`src/rtl/exec_sequencer.sv`:
```
// exec_sequencer
// Controls instruction issue for a small CPU.
// It has four modes: idle, single-step, free-running at RUN_DIV clk cycles
// per instruction, and halt.
// Ports:
//   clk, reset          system clock, synchronous active-high reset
//   step_pb, resume_pb  debounced pushbutton levels (rising edge = press)
//   run_sw              1 = free run
//   bp_en, bp_addr      breakpoint enable and PC to stop at
//   pc, instruction     current PC and instruction word
//   cpu_en              one-cycle pulse per retired instruction
//   state               0 IDLE, 1 STEP, 2 RUN, 3 HALT
//   halted              state == HALT
//   halt_cause          00 none, 01 breakpoint, 10 halt opcode
//   instr_count         saturating count of cpu_en pulses
module exec_sequencer #(
    parameter int         RUN_DIV     = 16,
    parameter logic [3:0] HALT_OPCODE = 4'hF
) (
    input  logic        clk,
    input  logic        reset,
    input  logic        step_pb,
    input  logic        resume_pb,
    input  logic        run_sw,
    input  logic        bp_en,
    input  logic [8:0]  bp_addr,
    input  logic [8:0]  pc,
    input  logic [15:0] instruction,
    output logic        cpu_en,
    output logic [1:0]  state,
    output logic        halted,
    output logic [1:0]  halt_cause,
    output logic [15:0] instr_count
);

    typedef enum logic [1:0] {
        IDLE = 2'd0,
        STEP = 2'd1,
        RUN  = 2'd2,
        HALT = 2'd3
    } state_t;

    localparam logic [15:0] DIV_LAST = 16'(RUN_DIV - 1);

    localparam logic [1:0] CAUSE_NONE = 2'b00;
    localparam logic [1:0] CAUSE_BP   = 2'b01;
    localparam logic [1:0] CAUSE_OP   = 2'b10;

    state_t      state_q, state_d;
    logic [15:0] div_cnt_q, div_cnt_d;
    logic [1:0]  cause_q, cause_d;
    logic        bp_skip_q, bp_skip_d;
    logic [15:0] count_q, count_d;
    logic        step_prev_q, resume_prev_q;

    logic step_edge, resume_edge;
    logic op_hit, bp_hit, hc, issue_pt;

    assign step_edge   = step_pb & ~step_prev_q;
    assign resume_edge = resume_pb & ~resume_prev_q;

    assign op_hit = (instruction[15:12] == HALT_OPCODE);
    assign bp_hit = bp_en && (pc == bp_addr) && !bp_skip_q;
    assign hc     = op_hit | bp_hit;

    // Issue point counts only while still in run mode; dropping run_sw wins.
    assign issue_pt = (state_q == RUN) && run_sw && (div_cnt_q == DIV_LAST);

    // Reset gates the pulse in the same cycle it is asserted.
    assign cpu_en = !reset && ((state_q == STEP) || (issue_pt && !hc));

    always_comb begin
        state_d   = state_q;
        div_cnt_d = div_cnt_q;
        cause_d   = cause_q;
        bp_skip_d = bp_skip_q;
        count_d   = count_q;

        case (state_q)
            IDLE: begin
                if (run_sw) begin
                    state_d   = RUN;
                    div_cnt_d = '0;
                end else if (step_edge) begin
                    if (hc) begin
                        state_d = HALT;
                        cause_d = op_hit ? CAUSE_OP : CAUSE_BP;
                    end else begin
                        state_d = STEP;
                    end
                end
            end
            STEP: state_d = IDLE;
            RUN: begin
                if (!run_sw) begin
                    state_d   = IDLE;
                    div_cnt_d = '0;
                end else if (div_cnt_q == DIV_LAST) begin
                    div_cnt_d = '0;
                    if (hc) begin
                        state_d = HALT;
                        cause_d = op_hit ? CAUSE_OP : CAUSE_BP;
                    end
                end else begin
                    div_cnt_d = div_cnt_q + 16'd1;
                end
            end
            HALT: begin
                // A halt opcode is terminal; only reset leaves.
                if (cause_q == CAUSE_BP && resume_edge) begin
                    state_d   = IDLE;
                    cause_d   = CAUSE_NONE;
                    bp_skip_d = 1'b1;
                end
            end
            default: state_d = IDLE;
        endcase

        // The skip covers exactly one retired instruction at the breakpoint PC.
        if (cpu_en) begin
            bp_skip_d = 1'b0;
            if (count_q != 16'hFFFF) count_d = count_q + 16'd1;
        end
    end

    always_ff @(posedge clk) begin
        if (reset) begin
            state_q       <= IDLE;
            div_cnt_q     <= '0;
            cause_q       <= CAUSE_NONE;
            bp_skip_q     <= 1'b0;
            count_q       <= '0;
            // Loading 1 means a button held through reset shows no edge.
            step_prev_q   <= 1'b1;
            resume_prev_q <= 1'b1;
        end else begin
            state_q       <= state_d;
            div_cnt_q     <= div_cnt_d;
            cause_q       <= cause_d;
            bp_skip_q     <= bp_skip_d;
            count_q       <= count_d;
            step_prev_q   <= step_pb;
            resume_prev_q <= resume_pb;
        end
    end

    assign state       = state_q;
    assign halted      = (state_q == HALT);
    assign halt_cause  = cause_q;
    assign instr_count = count_q;

endmodule

```
`config.mk`:
```
export PLATFORM = sky130hd
export DESIGN_NAME = exec_sequencer
export DESIGN_NICKNAME = d
export VERILOG_FILES = /design/src/rtl/exec_sequencer.sv
export SDC_FILE = /design/constraint.sdc
export NUM_CORES = 1
export LEC_CHECK = 0
export BUFFER_PORTS_ARGS = -buffer_cell sky130_fd_sc_hd__buf_2
export CELL_PAD_IN_SITES_DETAIL_PLACEMENT = 0
export CELL_PAD_IN_SITES_GLOBAL_PLACEMENT = 1
export CORE_MARGIN = 3
export CORE_UTILIZATION = 27
export DETAILED_ROUTE_END_ITERATION = 8
export PLACE_DENSITY_LB_ADDON = 0.05
export SLEW_MARGIN = 20
export SYNTH_ARGS = -nofsm -noshare
export SYNTH_HDL_FRONTEND = slang
export SYNTH_SLANG_ARGS = --single-unit
```
`constraint.sdc`:
```
create_clock -name clk -period 2.64 [get_ports clk]
set_input_delay 0 -clock clk [delete_from_list [all_inputs] [get_ports clk]]
set_output_delay 0 -clock clk [all_outputs]
set_load 0.005 [all_outputs]
```
# Word level (Yosys, flattened, before mapping)
# Index checks and enable logic that the tools add are counted.
# W data, S select, Z words.
[totals]
word_cells = 70
out_inout_bits = 22
register_bits = 39
inputBits = 40
[classes]
n_mux = 19
eq_ne = 17
bitwise_logic = 5
addsub = 2
n_reduce_logical = 20
[op_table]
columns = ["operator", "n"]
rows = [
  ["$mux W16", 3],
  ["$add A16 B1 Y16 const B", 2],
  ["$pmux W16 S2", 1],
  ["$mux W2", 13],
  ["$eq A16 B4 Y1 const B", 1],
  ["$ne A16 B16 Y1 const B", 1],
  ["$eq A9 B9 Y1", 1],
  ["$ne A2 B2 Y1 const B", 4],
  ["$pmux W2 S4", 1],
  ["$logic_and A1 B1 Y1", 7],
  ["$ne A3 B3 Y1 const B", 2],
  ["$pmux W2 S3", 1],
  ["$reduce_and A2 Y1", 3],
  ["$reduce_and A6 Y1", 1],
  ["$eq A2 B1 Y1 const B", 2],
  ["$eq A2 B2 Y1 const B", 2],
  ["$eq A4 B4 Y1 const B", 1],
  ["$ne A2 B1 Y1 const B", 2],
  ["$reduce_and A4 Y1", 1],
  ["$logic_not A1 Y1", 3],
  ["$ne A3 B2 Y1 const B", 1],
  ["$reduce_bool A3 Y1", 1],
  ["$and A1 B1 Y1", 2],
  ["$logic_not A2 Y1", 1],
  ["other kinds (5)", 6],
]

# Longest topological paths before layout
[depth]
ltp_word = 9
ltp_mapped = 9
depth_no_buf = 7

# Worst setup path after synthesis
# OpenSTA, ideal clock, no wires.
[synth_timing]
path_kind = "reg2reg"
startpoint = "register div_cnt_q[0]"
endpoint = "register count_q[11], in the netlist instr_count[11]"
synth_period_minus_slack_ps = 2031
arrival_ps = 1960
path_stages_with_launch = 8
path_slack_ps = 609
path_buffers = 0
setup_time_ps = 71
cell_sequence = "dfxtp_1 > ha_1 > and3_1 > nand4_2 > a311oi_2 > o21ai_2 > or4_1 > a21oi_1"
[synth_via]
elab_chain_len = 6
[synth_lines]
columns = ["item", "line", "rtl"]
rows = [
  ["from (decl)", "50", "logic [15:0] div_cnt_q, div_cnt_d;"],
  ["from (signal assigned)", "138", "div_cnt_q <= div_cnt_d;"],
  ["$eq A16 B4 Y1", "67", "assign issue_pt = (state_q == RUN) && run_sw && (div_cnt_q == DIV_LAST);"],
  ["$logic_and A1 B1 Y1", "67", ""],
  ["$logic_and A1 B1 Y1", "70", "assign cpu_en = !reset && ((state_q == STEP) || (issue_pt && !hc));"],
  ["$logic_or A1 B1 Y1", "70", ""],
  ["$logic_and A1 B1 Y1", "70", ""],
  ["$reduce_and A2 Y1 (no line)", "-", ""],
  ["to (signal assigned)", "141", "count_q <= count_d;"],
  ["to (decl)", "53", "logic [15:0] count_q, count_d;"],
]
# Every way passes these cells.
# A chain may end at the register's enable or synchronous reset.

# Final worst setup path
# Ends and elaborated chain as after synthesis.

==> metrics.cfg <==
[cts]
worst_skew_pair.late_latency_ns = 0.30
cts_buffer_depth = 2
ctsResizeCount = 0
h-tree-depth = 2
clockRootBuffer = clkbuf_8
clk_pin_slew_ns = 0.08
numClockSinks = 39
cts_tree = yes
numCtsBuffers = 5

[detailed_routing]
drc = 0
routedWlPerCell_um = 12.9
drt-initial-drc-count = 76
wirelength_um = 5120
dr.pass1.iters = 4
via_per_inst = 4.74
antenna_left = 0
via_count = 1878

[sta]
tightestPinTransition_ns = 0.749
rsz0062_at_grt = no
finalHoldViolations = 0
tns_ns = 0
slew_headroom = 0.488
drv_slew = 0
finalSetupViolCount = 0
skew_ns = 0.0116
fmax_mhz = 423
period_needed_ns = 2.37
finalCritPeriodShare = 0.897
setup_ws_ns = 0.273

[yosys]
ys_seq_elements = 39
syn-num-nets = 281
synth_ff_type = dfxtp_1
yosys_warnings = 0
syn_inst = 239
syn_avg_cell_area_um2 = 8.38
yosys.area.top_type = dfxtp_1
synthesis.area_um2 = 2000
ys_async_sr_fraction = 0
yosysUniqueCellTypes = 43
ys_top_cells_by_area = dfxtp_1 39%, xor2_1 9.2%, nor2_1 4.9%, a21oi_1 4.5%, nand2_1 3.6%
ys_seq_area_frac = 0.390
synth-edff-count = 0
synth_top_area_frac = 0.390

[setup_path]
cp_cell_sequence = ha_1, and3_1, nand4_2, a311oi_2, o21ai_2, or4_1, a21oi_1
critPathArrivalTime_ns = 2.60
crit_required_ns = 2.87
worstPathMaxFanout = 15
critPathMaxStageDelay_ns = 0.56
crit_type = reg -> reg
startpoint_type = flop
crit_buf_inv = 0
reg2reg_slack_ns = 0.27
crit_family = simple AND/OR/NAND/NOR gates
cp-end-kind = flop
crit_path_top_delay_cell = or4_1

[global_routing]
grt_pass1_vias = 1801
grt_overflow = 0
grt_max_degree = 32
gr-usage-all-layers = 0.127
antenna_found_initial = 0
grt_pass1_wl_um = 8650

[layout]
synthToLayoutAreaGrowth_pct = 26.5
seqCellArea_um2 = 781
nets = 341
drive_gt1_frac = 0.263
n_fill_cell = 764
multi_input_comb_area_um2 = 1180
antenna-diode-count = 0
final_util = 0.363

[die]
pin_count = 62
fp.dieArea_um2 = 8480
start_util = 0.287
core-area_um2 = 6980
die_w_um = 92.1
rows = 30
die_h_um = 92.1

[outcome]
status = completed

[placement]
place_ws_ns = 0.248
hpwl_um = 3730
port-buffer-count = 49
place_congestion = 0.683

[power]
total_power_mw = 1.15
peakVddDrop_uv = 190
power_density_nw_per_um2 = 455
leakagePower_nw = 1.01

[run]
cap_violations = 0

[hold_path]
hp-class = in -> reg

state kept, by name, indices dropped and copies added, names as in the netlist:
name / flops
div_cnt_q: 16
instr_count: 16
halt_cause: 2
state: 2
bp_skip_q: 1
resume_prev_q: 1
step_prev_q: 1
kinds of logic after synthesis:
logic type / Yosys count / synth area share
mux: 3 / 0.0162
simple gates: 115 / 0.314
xor+xnor: 24 / 0.105
compound gates: 46 / 0.142
buf+inv: 10 / 0.0206
flops: 39 / 0.390
fa+ha+maj: 2 / 0.0125
per-layer routing:
metal	routed length, um	vias to the layer above	track usage	part of all wire
met2	2240	35	0.190	0.44
met1	2630	848	0.177	0.51
li1	-	988	-	-
met3	174	7	0.0246	0.034
met5	0	-	0	0
met4	73	0	0.0520	0.014
cell type report:
cell class	instances	area share
multi-input combinational	190	0.466
sequential	39	0.308
timing repair buffer	61	0.134
tap	96	0.0474
clock buffer	7	0.0380
clock inverter	1	0.00296
inverter	2	0.00296
placed cells by master, fill, tap and decap left out, types with 3 or more instances in the layout:
cell type,n
xor2_1,21
a21oi_1,18
nor4_1,4
xnor2_1,3
clkbuf_8,7
buf_4,10
and4_1,3
and3_1,6
nand3_1,12
or4_1,4
nor2_1,26
dfxtp_1,39
o31ai_1,3
or2_2,4
nand2_1,19
buf_2,49
nand4_1,10
nor2b_1,6
nor3_1,4
or3_1,7
o21ai_0,12
worst min-delay path, delay by kind of cell:
kind	cells	cell delay, ns
AOI/OAI and AO/OA	2	0.26
buffers and inverters	1	0.13
synthesized netlist by cell type, drive strengths merged (2+ instances only):
cell / number
mux2: 2
xnor2: 3
and4: 3
and3: 6
buf: 2
a31oi: 2
o21ai: 13
nand3: 12
and2: 2
xor2: 21
a21oi: 18
inv: 2
nor2b: 6
or2: 4
a211oi: 2
o31ai: 3
nor2: 26
nand4: 11
or4: 4
a21o: 2
dfxtp: 39
nor4: 6
nor3: 4
clkbuf: 6
or3: 7
ha: 2
nand2: 19
worst paths after layout:
kind	end	cells past startpoint	startpoint
setup / recovery	instr_count[11]	7	div_cnt_q[0]
hold / removal	state[1]	3	run_sw
setup reg to reg	instr_count[11]	7	div_cnt_q[0]
hold reg to reg	instr_count[11]	2	instr_count[11]
metrics by stage:
| stage | area [um^2] | hold WS, ns | std cells |
|---|---|---|---|
| 6_report | 2530 | 0.151 | 396 |
| 5_1_grt | 2530 | 0.210 | 396 |
| 4_1_cts | 2530 | 0.141 | 396 |
| 3_5_place_dp | 2410 | 0.205 | 386 |
| 3_3_place_gp | 2410 | 0.202 | 386 |
| 2_1_floorplan | 2000 | 0.107 | 239 |
repair_timing:
action,in CTS,in global routing
buffers inserted,0,0
hold buffers,2,0
endpoints found under the setup margin,0,0
hold endpoints to repair,2,0
where the power goes:
part	total (mW)	switching [mW]	internal (mW)
logic	0.0925	0.0518	0.0407
registers	0.597	0.00434	0.593
clock network	0.463	0.225	0.238
No activity file was read; power rests on OpenSTA's default activity.
